`src/rtl/pipe_hazard_ctrl.sv`:
```
// Hazard control for a 5-stage pipeline: load-use stalls, redirect flushes,
// EX operand forwarding selects and saturating performance counters.
module pipe_hazard_ctrl #(
  parameter int REDIRECT_CYCLES = 1,
  parameter int CNT_W           = 32
) (
  input  logic             clk,
  input  logic             rst_n,
  input  logic [4:0]       id_rs1,
  input  logic [4:0]       id_rs2,
  input  logic             id_use_rs1,
  input  logic             id_use_rs2,
  input  logic [4:0]       ex_rs1,
  input  logic [4:0]       ex_rs2,
  input  logic [4:0]       ex_rd,
  input  logic             ex_MemRead,
  input  logic             ex_redirect,
  input  logic [4:0]       mem_rd,
  input  logic             mem_RegWrite,
  input  logic [4:0]       wb_rd,
  input  logic             wb_RegWrite,
  input  logic             cnt_clr,
  output logic             stall_pc,
  output logic             stall_if_id,
  output logic             flush_if_id,
  output logic             flush_id_ex,
  output logic [1:0]       fwd_a,
  output logic [1:0]       fwd_b,
  output logic             busy_redirect,
  output logic [CNT_W-1:0] cyc_cnt,
  output logic [CNT_W-1:0] stall_cnt,
  output logic [CNT_W-1:0] flush_cnt
);

  typedef enum logic {RUN, REDIR} state_t;

  state_t     state, state_nxt;
  logic [3:0] rcnt, rcnt_nxt;
  logic       lu_hazard;

  assign lu_hazard = ex_MemRead && (ex_rd != 5'd0) &&
                     ((id_use_rs1 && (id_rs1 == ex_rd)) ||
                      (id_use_rs2 && (id_rs2 == ex_rd)));

  always_ff @(posedge clk or negedge rst_n) begin
    if (!rst_n) begin
      state <= RUN;
      rcnt  <= 4'd0;
    end else begin
      state <= state_nxt;
      rcnt  <= rcnt_nxt;
    end
  end

  // Outputs are qualified by rst_n so an async reset mid-redirect drops flushes at once.
  always_comb begin
    state_nxt     = state;
    rcnt_nxt      = rcnt;
    stall_pc      = 1'b0;
    stall_if_id   = 1'b0;
    flush_if_id   = 1'b0;
    flush_id_ex   = 1'b0;
    busy_redirect = 1'b0;
    if (rst_n) begin
      case (state)
        RUN: begin
          if (ex_redirect) begin
            flush_if_id = 1'b1;
            flush_id_ex = 1'b1;
            if (REDIRECT_CYCLES > 1) begin
              state_nxt = REDIR;
              rcnt_nxt  = 4'(REDIRECT_CYCLES - 1);
            end
          end else if (lu_hazard) begin
            stall_pc    = 1'b1;
            stall_if_id = 1'b1;
            flush_id_ex = 1'b1;
          end
        end
        REDIR: begin
          flush_if_id   = 1'b1;
          flush_id_ex   = 1'b1;
          busy_redirect = 1'b1;
          rcnt_nxt      = rcnt - 4'd1;
          if (rcnt == 4'd1) state_nxt = RUN;
        end
        default: state_nxt = RUN;
      endcase
    end
  end

  // Operand 0 is A (ex_rs1), operand 1 is B (ex_rs2); EX/MEM wins over MEM/WB.
  logic [1:0][4:0] ex_src;
  logic [1:0][1:0] fwd;
  assign ex_src = {ex_rs2, ex_rs1};

  for (genvar g = 0; g < 2; g++) begin : g_fwd
    always_comb begin
      fwd[g] = 2'b00;
      if (rst_n) begin
        if (mem_RegWrite && (mem_rd != 5'd0) && (mem_rd == ex_src[g]))
          fwd[g] = 2'b01;
        else if (wb_RegWrite && (wb_rd != 5'd0) && (wb_rd == ex_src[g]))
          fwd[g] = 2'b10;
      end
    end
  end

  assign fwd_a = fwd[0];
  assign fwd_b = fwd[1];

  logic [2:0][CNT_W-1:0] cnt;
  logic [2:0]            cnt_inc;
  assign cnt_inc = {flush_if_id, stall_pc, 1'b1};

  for (genvar g = 0; g < 3; g++) begin : g_cnt
    always_ff @(posedge clk or negedge rst_n) begin
      if (!rst_n)                          cnt[g] <= '0;
      else if (cnt_clr)                    cnt[g] <= '0;
      else if (cnt_inc[g] && (cnt[g] != '1)) cnt[g] <= cnt[g] + 1'b1;
    end
  end

  assign cyc_cnt   = cnt[0];
  assign stall_cnt = cnt[1];
  assign flush_cnt = cnt[2];

endmodule

```
`config.mk`:
```
export PLATFORM = sky130hd
export DESIGN_NAME = pipe_hazard_ctrl
export DESIGN_NICKNAME = d
export VERILOG_FILES = /design/src/rtl/pipe_hazard_ctrl.sv
export SDC_FILE = /design/constraint.sdc
export NUM_CORES = 1
export LEC_CHECK = 0
export CAP_MARGIN = 20
export CORE_AREA = 2 2 118 132
export DETAILED_ROUTE_END_ITERATION = 12
export DIE_AREA = 0 0 120 134
export HOLD_SLACK_MARGIN = 0.06
export PLACE_DENSITY = 0.67
export SLEW_MARGIN = 30
export SYNTH_ARGS = -nofsm -noshare
export SYNTH_HDL_FRONTEND = slang
export SYNTH_SLANG_ARGS = --single-unit
```
`constraint.sdc`:
```
create_clock -name clk -period 6.7 [get_ports clk]
set_clock_uncertainty 0.05 [all_clocks]
set_input_delay 1.005 -clock clk [delete_from_list [all_inputs] [get_ports clk]]
set_output_delay 1.005 -clock clk [all_outputs]
set_load 0.03 [all_outputs]
```
# ---- Word level (Yosys, flattened, before mapping)
# Cells that the tools add are included.
dict set report classes {
  muxes 26
  n_lt_le_gt_ge 0
  n_reduce_logical 20
  n_addsub 4
  n_eq_ne 10
  bitwise_logic 1
  n_mul 0
  shift 0
  div 0
}
# op n
set ops {}
lappend ops {{$mux W32} 6}
lappend ops {{$add A32 B1 Y32 const B} 3}
lappend ops {{$ne A32 B32 Y1 const B} 3}
lappend ops {{$eq A5 B5 Y1} 6}
lappend ops {{$reduce_bool A5 Y1} 3}
lappend ops {{$logic_and A1 B1 Y1} 12}
lappend ops {{$mux W1} 12}
lappend ops {{$mux W2} 6}
lappend ops {{$reduce_bool A2 Y1} 3}
lappend ops {{$eq A4 B1 Y1 const B} 1}
lappend ops {{$pmux W1 S2} 2}
lappend ops {{$sub A4 B1 Y4 const B} 1}
lappend ops {{$reduce_and A2 Y1} 1}
lappend ops {{$logic_or A1 B1 Y1} 1}
lappend ops {{$not A1 Y1} 1}
dict set report totals {
  input_bits 44
  register_bits 101
  latch_bits 0
  output_inout_bits 105
  romBits 0
  memories 0
  ramBits 0
  elab_cells 66
}

# ---- Depth between registers and ports, before layout
# Gate-level depths: netlist of the first run.
dict set report depth {
  ltp_word 11
  depth_mapped 9
}

# ---- Least setup slack after synthesis of the first run
# OpenSTA, ideal clock, no wires.
dict set report synth_timing {
  kind {input-to-output}
  from {input port mem_rd[1]}
  to {output port fwd_b[1]}
  required_ns 5.645
  path_slack_ns 2.845
  arrival_ns 2.800
  path_buffers 0
  path_stages 4
  path_cell_list {or4_1 -> o21ai_0 -> nor4_1 -> nor4_1}
}
dict set report synth_between {
  elab_chain_cells 5
}
# item line
set synth_rtl {}
lappend synth_rtl {{from (decl)} 18} ;# input logic [4:0] mem_rd,
lappend synth_rtl {{$reduce_bool A5 Y1} 101} ;# if (mem_RegWrite && (mem_rd != 5'd0) && (mem_rd == ex_src[g]))
lappend synth_rtl {{$logic_and A1 B1 Y1} 101}
lappend synth_rtl {{$logic_and A1 B1 Y1 (*)} 101}
lappend synth_rtl {{$mux W2 (*)} 101}
lappend synth_rtl {{$mux W2 (*)} 100} ;# if (rst_n) begin
lappend synth_rtl {{to (decl)} 28} ;# output logic [1:0] fwd_b,
# Mark *: on every way between the ends. The rest lies on a longest branch, timed or not.

# ---- Final worst setup path of the first run
dict set report layout_timing {
  from {input port ex_rd[0]}
  to {output port stall_if_id}
}
dict set report layout_between {
  elab_chain_cells 8
}
# item line
set layout_rtl {}
lappend layout_rtl {{from (decl)} 15} ;# input logic [4:0] ex_rd,
lappend layout_rtl {{$eq A5 B5 Y1 (on tied branches)} {42, 43}}
lappend layout_rtl {{$logic_and A1 B1 Y1 (on tied branches)} {42, 43}}
lappend layout_rtl {{$logic_or A1 B1 Y1} 42} ;# ((id_use_rs1 && (id_rs1 == ex_rd)) ||
lappend layout_rtl {{$logic_and A1 B1 Y1 (*)} 41} ;# assign lu_hazard = ex_MemRead && (ex_rd != 5'd0) &&
lappend layout_rtl {{$mux W1 (*)} 74} ;# end else if (lu_hazard) begin
lappend layout_rtl {{$mux W1 (*)} 67} ;# if (ex_redirect) begin
lappend layout_rtl {{$mux W1 (*)} 65} ;# case (state)
lappend layout_rtl {{$mux W1 (*)} 64} ;# if (rst_n) begin
lappend layout_rtl {{to (decl)} 24} ;# output logic stall_if_id,
# Marks and branches as above.

==> results of run 1 <==
-- Yosys cell counts, types with 2 or more instances --
cell        n  area [um2]
a21oi_1    30         150
a31oi_1     3        18.8
and2_1      5        31.3
and3_1     10        62.6
and4_1      9        78.8
buf_2       4        20.0
buf_4       2        15.0
clkbuf_1   13        48.8
dfrtp_1   101        2530
ha_1        5        62.6
inv_1      16        60.1
mux2_2      6        67.6
mux2i_1     2        20.0
nand2_1    50         188
nand3_1    37         185
nand4_1    34         213
nand4_2     2        25.0
nor2_1     88         330
nor2b_1     6        37.5
nor3_1     21         105
nor3_2      2        20.0
nor4_1     19         119
nor4_2      2        25.0
nor4b_1     2        17.5
o21ai_0    20         100
o31ai_1    11        82.6
or3_1      20         125
or4_1      17         128
xnor2_1    57         499
xor2_1     33         289
-- flip-flops by register name, indices dropped and copies added (netlist names) --
signal,count
cyc_cnt,32
flush_cnt,32
rcnt,4
stall_cnt,32
state,1
-- layer usage --
metal | wire length, um | share of wire, % | vias to the layer above
met5 | 0 | 0 | -
met4 | 249 | 1.6 | 0
met3 | 772 | 5.0 | 18
met2 | 7620 | 49 | 189
met1 | 6770 | 44 | 2613
li1 | - | - | 2584
-- power by group through the flow --
stage,Combinational (mW),Clock [mW],Sequential (mW)
2_1_floorplan,0.0349,0,0.631
3_3_place_gp,0.0953,0,0.627
3_5_place_dp,0.0979,0,0.627
4_1_cts,0.0984,0.521,0.615
5_1_grt,0.106,0.550,0.615
6_report,0.0967,0.505,0.615
-- worst paths after layout --
path / start / slack [ns] / endpoint / depth (start not counted)
worst min register to register: rcnt[3] / 0.43 / rcnt[3] / 1
max in group asynchronous: rst_n / 4.83 / cyc_cnt[29] / 2
worst max register to register: stall_cnt[14] / 4.02 / stall_cnt[19] / 6
worst min-delay path: rcnt[3] / 0.43 / rcnt[3] / 1
worst max-delay path: ex_rd[0] / 1.99 / stall_if_id / 7
min in group asynchronous: rst_n / 0.70 / stall_cnt[5] / 1
-- cells by family after synthesis --
kind of cell	Yosys count	share of synthesized area, %
adder cells (fa/ha/maj)	5	1.08
AND/OR/NAND/NOR	329	30.1
AO/OA/AOI/OAI	72	7.29
multiplexers	8	1.51
XOR/XNOR	90	13.6
flip-flops	101	43.7
buffers and inverters	37	2.77
-- critical path, cell delays in order --
cell and delay (ns):
clkdlybuf4s50_1 0.47, or3_1 0.39, o311a_1 0.34, and2_1 0.18, nand2_1 0.51, inv_1 0.13
clkdlybuf4s50_1 0.63
-- final cells by class --
type                    instances  area, um2
clock buffers                  11        253
multi-input cells             504       3110
clock inverters                 5       32.5
fillers                      1324       7040
well taps                     196        245
repair buffers                150       1490
flip-flops and latches        101       2530
inverters                      16       60.1
==> flow_summary.json, run 1 <==
{
  "cts_root_buf": "clkbuf_16",
  "io_pins": 149,
  "cp.required_ns": 5.64,
  "setup_viol": 0,
  "cp-end-kind": "output port",
  "cts.path.max_buffers": 2,
  "cts_max_level": 3,
  "timing.fmax_mhz": 213,
  "fin_crit_ns": 4.71,
  "p_leak_nw": 2.86,
  "std_cell_rows": 47,
  "final_util_pct": 52.3,
  "grt_max_degree": 103,
  "start_util_pct": 39.2,
  "drv_slew": 0,
  "syn_area_per_cell_um2": 9.02,
  "synth_area_um2": 5790,
  "syn_inst": 642,
  "cts_setup_buffers": 0,
  "ys_types": 45,
  "p_clk_share_pct": 41.5,
  "drive_gt1_share_pct": 4.83,
  "p_sw_mw": 0.289,
  "post-place-ws_ns": 2.00,
  "vias_per_cell": 5.50,
  "synth_warnings": 0,
  "switching_share_pct": 23.7,
  "cts_sinks": 101,
  "pwr-share-seq_pct": 50.5,
  "worstSetupPathType": "input pin to output port",
  "stdcell_area_um2": 7720,
  "grt_usage_pct": 19.7,
  "postPlaceCellArea_um2": 7430,
  "use_met2_pct": 32.3,
  "top_usage_layer": "met2",
  "tritoncts": "built",
  "clk_pin_slew_worst_paths_ns": 0.07,
  "clkLatencyLatePin_ns": 0.35,
  "status": "finished clean",
  "max_cap_viol_count": 0,
  "drc_errors": 0,
  "diodes": 0,
  "coreArea_um2": 14800,
  "finalCritPeriodShare_pct": 70.2,
  "finalHoldViolCount": 0,
  "power-per-cell-area_nw_per_um2": 158,
  "fin_setup_tns_ns": 0,
  "worstHoldPathType": "flop to flop",
  "synth.net_count": 691,
  "stdcell_count": 983,
  "synthToLayoutAreaGrowth_pct": 33.4,
  "drtPass1Iterations": 5,
  "nets": 831,
  "grt_pass1_wl_um": 26100,
  "layout_common_cells": "clkdlybuf4s50_1 (146), dfrtp_1 (101), nor2_1 (88)",
  "pwr-share-comb_pct": 7.9,
  "wl_per_cell_um": 15.7,
  "die_h_um": 134,
  "finalWeightedCongestion": 0.918,
  "die_w_um": 120,
  "drt_iter0_drc": 485,
  "place_hpwl_um": 11100,
  "synth-seq-area-share_pct": 43.7,
  "grt_overflow_total": 0,
  "synth_edf_count": 0,
  "whs_ns": 0.426,
  "maxSlewHeadroom_pct": 40.8,
  "worst_pin_slew_ns": 0.883,
  "ir_drop_mv": 0.106,
  "numCtsBuffers": 9,
  "dp_cells": 967,
  "postRouteAntennaNets": 0,
  "cts_resized": 0,
  "synth_seq_cells": 101,
  "cp_max_fo": 23,
  "vias": 5404,
  "grt_antenna_before_repair": 0,
  "use_met3_pct": 3.32,
  "fin_ws_ns": 1.99,
  "p_total_mw": 1.22,
  "use_met1_pct": 26.4,
  "die-area_um2": 16100,
  "cts_hold_buf": 0,
  "grt_pass1_vias": 5148,
  "critPathLaunchType": "input pin",
  "layout_commonest_cell": "clkdlybuf4s50_1",
  "port_buffers": 148,
  "grt_setup_unrepaired": "no",
  "async_flop_share_pct": 100,
  "intPower_mw": 0.928,
  "wirelength_um": 15400,
  "crit_arrival_ns": 3.65,
  "synth_top_flop_cell": "dfrtp_1"
}
Note: power is estimated with default switching activity, not from simulation.
==> run 2, diff against run 1 <==
==> constraint.sdc (replaced) <==
create_clock -name clk -period 4.6 [get_ports clk]
set_clock_uncertainty 0.05 [all_clocks]
set_input_delay 0.69 -clock clk [delete_from_list [all_inputs] [get_ports clk]]
set_output_delay 0.69 -clock clk [all_outputs]
set_load 0.03 [all_outputs]
==> flow_summary.json, run 2 (synthesis gave the netlist of run 1 again) <==
{
  "status": "finished clean",
  "drt_iter0_drc": 372,
  "worst-path-stages": 6,
  "fin_crit_ns": 3.76,
  "grt_pass1_wl_um": 25900,
  "final_util_pct": 52.5,
  "maxSlewHeadroom_pct": 39.0,
  "drc_errors": 0,
  "finalWeightedCongestion": 0.923,
  "use_met2_pct": 33.5,
  "numCtsBuffers": 9,
  "grt_pass1_vias": 5370,
  "start_util_pct": 39.2,
  "power-per-cell-area_nw_per_um2": 233,
  "grt_max_degree": 62,
  "vias": 5428,
  "r2r_cells": 6,
  "grt_usage_pct": 19.7,
  "drtPass1Iterations": 5,
  "nets": 834,
  "crit_family": "buffers and inverters",
  "clkLatencyLatePin_ns": 0.34,
  "grt_antenna_before_repair": 0,
  "reg2reg_from": "cyc_cnt[7]",
  "grt_setup_unrepaired": "no",
  "cts.path.max_buffers": 2,
  "cp_max_fo": 3,
  "timing.fmax_mhz": 266,
  "stdcell_area_um2": 7750,
  "io_pins": 149,
  "layout_common_cells": "clkdlybuf4s50_1 (146), dfrtp_1 (101), nor2_1 (88)",
  "synthToLayoutAreaGrowth_pct": 33.9,
  "wl_per_cell_um": 15.9,
  "die_h_um": 134,
  "postRouteAntennaNets": 0,
  "p_leak_nw": 2.87,
  "use_met3_pct": 2.81,
  "cp-end-kind": "output port",
  "nFillCells": 1339,
  "crit_path_end": "fwd_b[1]",
  "vias_per_cell": 5.50,
  "post-place-ws_ns": 0.832,
  "r2r_setup_slack_ns": 2.00,
  "cts_setup_buffers": 0,
  "crit_arrival_ns": 3.02,
  "layout_commonest_cell": "clkdlybuf4s50_1",
  "clk_pin_slew_worst_paths_ns": 0.07,
  "cts_max_level": 3,
  "postPlaceCellArea_um2": 7450,
  "worst_pin_slew_ns": 0.911,
  "seq_area_um2": 2530,
  "place_hpwl_um": 11400,
  "crit_start": "mem_rd[1]",
  "worstHoldPathType": "input pin to async pin",
  "fin_ws_ns": 0.836,
  "top_usage_layer": "met2",
  "die-area_um2": 16100,
  "crit_chain": "clkdlybuf4s50_1 -> or4_1 -> o21ai_0 -> nor4_1 -> nor4_1 -> clkdlybuf4s50_1",
  "cts_resized": 0,
  "wirelength_um": 15700,
  "ir_drop_mv": 0.151,
  "worstSetupPathType": "input pin to output port",
  "coreArea_um2": 14800,
  "max_stage_delay_ns": 0.71,
  "multiInputGateArea_um2": 3110,
  "cts_sinks": 101,
  "std_cell_rows": 47,
  "port_buffers": 148,
  "die_w_um": 120,
  "slowest_stage": "clkdlybuf4s50_1",
  "grt_overflow_total": 0,
  "finalHoldViolCount": 0,
  "p_total_mw": 1.80,
  "fin_setup_tns_ns": 0,
  "drive_gt1_share_pct": 5.06,
  "critPathLaunchType": "input pin",
  "drv_slew": 0,
  "timing.rr.end": "cyc_cnt[27]",
  "setup_viol": 0,
  "cts_hold_buf": 0,
  "finalCritPeriodShare_pct": 81.8,
  "cp.required_ns": 3.86,
  "use_met1_pct": 25.6,
  "crit_buf_inv": 2,
  "max_cap_viol_count": 0,
  "cts_root_buf": "clkbuf_16",
  "tritoncts": "built"
}
-- run 2: worst min path at each step --
stage                       start             to  depth (start not counted)
after floorplan             rst_n     cyc_cnt[0]                          0
after CTS                   rst_n   stall_cnt[5]                          1
final                       rst_n   stall_cnt[5]                          1
after global routing        rst_n  flush_cnt[26]                          1
after global placement    rcnt[3]        rcnt[3]                          1
after detailed placement  rcnt[3]        rcnt[3]                          1
-- run 2: per-layer routing --
metal  wire length (um)  up-vias
li1                   -     2588
met1               6650     2629
met2               7850      191
met3                944       20
met4                227        0
met5                  0        -
-- run 2: final cells by class --
| cell class | count | area share, % |
|---|---|---|
| clock inverter | 5 | 0.646 |
| tap | 196 | 3.16 |
| timing repair buffer | 153 | 19.5 |
| sequential | 101 | 32.6 |
| inverter | 16 | 0.775 |
| antenna | 1 | 0.0323 |
| multi-input combinational | 504 | 40.1 |
| clock buffer | 11 | 3.13 |
-- run 2: power by group --
part           total (mW)  internal [mW]  switching (mW)
clock network       0.766          0.433           0.332
registers           0.896          0.891         0.00504
logic               0.142         0.0640          0.0779
-- run 2: through the flow --
step / hold slack (ns) / cells
final: 0.201 / 987
after global routing: 0.232 / 986
after global placement: 0.414 / 970
after detailed placement: 0.420 / 970
after CTS: 0.209 / 986
after floorplan: 0.344 / 642
==> run 3, diff against run 2 <==
--- a/config.mk
+++ b/config.mk
@@ -10,7 +10,7 @@
 export DETAILED_ROUTE_END_ITERATION = 12
 export DIE_AREA = 0 0 120 134
 export HOLD_SLACK_MARGIN = 0.06
-export PLACE_DENSITY = 0.67
+export PLACE_DENSITY = 0.69
 export SLEW_MARGIN = 30
 export SYNTH_ARGS = -nofsm -noshare
 export SYNTH_HDL_FRONTEND = slang
==> constraint.sdc (replaced) <==
create_clock -name clk -period 3.3 [get_ports clk]
set_clock_uncertainty 0.05 [all_clocks]
set_input_delay 0.495 -clock clk [delete_from_list [all_inputs] [get_ports clk]]
set_output_delay 0.495 -clock clk [all_outputs]
set_load 0.03 [all_outputs]
==> flow_summary.json, run 3 (synthesis gave the netlist of run 1 again) <==
{
  "grt_antenna_before_repair": 0,
  "critPathMostFrequentCell": "clkdlybuf4s50_1",
  "drc_errors": 0,
  "die_h_um": 134,
  "crit_path_end": "stall_if_id",
  "drtPass1Iterations": 5,
  "port_buffers": 148,
  "start_util_pct": 39.2,
  "worstSetupPathType": "input pin to output port",
  "finalCritPeriodShare_pct": 96.8,
  "diodes": 0,
  "fin_setup_tns_ns": 0,
  "drv_slew": 0,
  "drive_gt1_share_pct": 6.72,
  "intPower_mw": 2.10,
  "cts.path.max_buffers": 2,
  "place_hpwl_um": 11800,
  "io_pins": 149,
  "die-area_um2": 16100,
  "cp.required_ns": 2.75,
  "cp_max_fo": 3,
  "max_stage_delay_ns": 0.59,
  "tritoncts": "built",
  "nFillCells": 1372,
  "r2r_cells": 7,
  "finalHoldViolCount": 0,
  "std_cell_rows": 47,
  "grt_overflow_total": 0,
  "crit_buf_inv": 3,
  "pwr-share-seq_pct": 46.3,
  "p_sw_mw": 0.600,
  "coreArea_um2": 14800,
  "cts_setup_buffers": 0,
  "timing.rr.end": "stall_cnt[28]",
  "p_clk_share_pct": 46.0,
  "cts_sinks": 101,
  "grt_max_degree": 58,
  "grt_setup_unrepaired": "no",
  "power-per-cell-area_nw_per_um2": 342,
  "crit_chain": "clkdlybuf4s50_1 -> or3_1 -> o311a_1 -> and2_1 -> nand2_1 -> inv_1 -> clkdlybuf4s50_1",
  "switching_share_pct": 22.2,
  "grt_usage_pct": 20.0,
  "wl_per_cell_um": 16.3,
  "layout_common_cells": "clkdlybuf4s50_1 (144), dfrtp_1 (101), nor2_1 (88)",
  "synthToLayoutAreaGrowth_pct": 36.4,
  "fin_crit_ns": 3.20,
  "cp-end-kind": "output port",
  "cts_max_level": 3,
  "layout_commonest_cell": "clkdlybuf4s50_1",
  "numCtsBuffers": 9,
  "pwr-share-comb_pct": 7.7,
  "finalWeightedCongestion": 0.867,
  "crit_start": "ex_rd[0]",
  "vias_per_cell": 5.53,
  "clkLatencyLatePin_ns": 0.35,
  "drt_iter0_drc": 421,
  "stdcell_area_um2": 7890,
  "wirelength_um": 16300,
  "r2r_setup_slack_ns": 0.53,
  "cts_root_buf": "clkbuf_16",
  "grt_pass1_wl_um": 26100,
  "worst-path-stages": 7,
  "vias": 5520,
  "p_leak_nw": 2.96,
  "crit_arrival_ns": 2.65,
  "worstHoldPathType": "flop to flop",
  "maxSlewHeadroom_pct": 46.1,
  "setup_viol": 0,
  "die_w_um": 120,
  "max_cap_viol_count": 0,
  "nets": 847,
  "hold_path_depth": 1,
  "slowest_stage": "clkdlybuf4s50_1",
  "postRouteAntennaNets": 0,
  "crit_family": "buffers and inverters",
  "timing.fmax_mhz": 313,
  "ir_drop_mv": 0.258,
  "status": "finished clean",
  "critPathLaunchType": "input pin",
  "worst_pin_slew_ns": 0.802,
  "grt_pass1_vias": 5300,
  "clk_pin_slew_worst_paths_ns": 0.06,
  "reg2reg_from": "stall_cnt[0]",
  "postPlaceCellArea_um2": 7530
}
## run 3: changes by cell type in the layout (fill, tap and decap cells not counted)
cell / delta
nor4_4: -1
clkbuf_1: -1
clkinv_2: -3
dlymetal6s2s_1: +1
buf_2: +1
dlygate4sd3_1: +1
buf_4: +12
nor4_2: +1
diode_2: -1
bufinv_16: +2
clkdlybuf4s50_1: -2
clkinvlp_4: +2
## run 3: worst min-delay path by stage
| stage | slack, ns | startpoint | endpoint |
|---|---|---|---|
| floorplan | 0.15 | rst_n | cyc_cnt[0] |
| global placement | 0.29 | rst_n | flush_cnt[12] |
| detailed placement | 0.28 | rst_n | flush_cnt[14] |
| CTS | 0.44 | rcnt[3] | rcnt[3] |
| global route | 0.45 | rcnt[3] | rcnt[3] |
| finish | 0.44 | rcnt[3] | rcnt[3] |
## run 3: what timing repair did
item                                    in CTS  in global routing
hold buffers                                 1                  0
endpoints found under the hold margin        2                  0
endpoints found under the setup margin       0                  1
gates resized for setup                      0                  1
## run 3: stage by stage
step | hold slack, ns | total power, mW | util (%) | cells | worst slack [ns]
finish | 0.441 | 2.70 | 53.5 | 999 | 0.105
global placement | 0.288 | 1.48 | 51.0 | 982 | 0.0888
CTS | 0.444 | 2.73 | 53.5 | 999 | 0.0261
detailed placement | 0.283 | 1.48 | 51.0 | 982 | 0.0441
floorplan | 0.149 | 1.35 | - | 642 | 0.465
global route | 0.453 | 2.79 | 53.5 | 999 | 0.0114
## run 3: per-layer routing
metal	routed length, um	GRT usage [%]
met1	6990	24.6
met2	7980	34.1
met3	827	3.87
met4	450	9.02
met5	0	0
## run 3: cell type report
type                    count  area, um2  share of cell area [%]
flip-flops and latches    101       2530                    32.0
multi-input cells         504       3100                    39.3
clock inverters             6        110                    1.39
repair buffers            166       1610                    20.4
inverters                  16       60.1                   0.761
clock buffers              10        239                    3.03
well taps                 196        245                    3.11
## run 3: power groups by stage
| stage | clock network, mW | registers (mW) | logic (mW) |
|---|---|---|---|
| detailed placement | 0 | 1.27 | 0.208 |
| floorplan | 0 | 1.28 | 0.0709 |
| global route | 1.31 | 1.25 | 0.226 |
| CTS | 1.27 | 1.25 | 0.210 |
| global placement | 0 | 1.27 | 0.203 |
| finish | 1.24 | 1.25 | 0.208 |
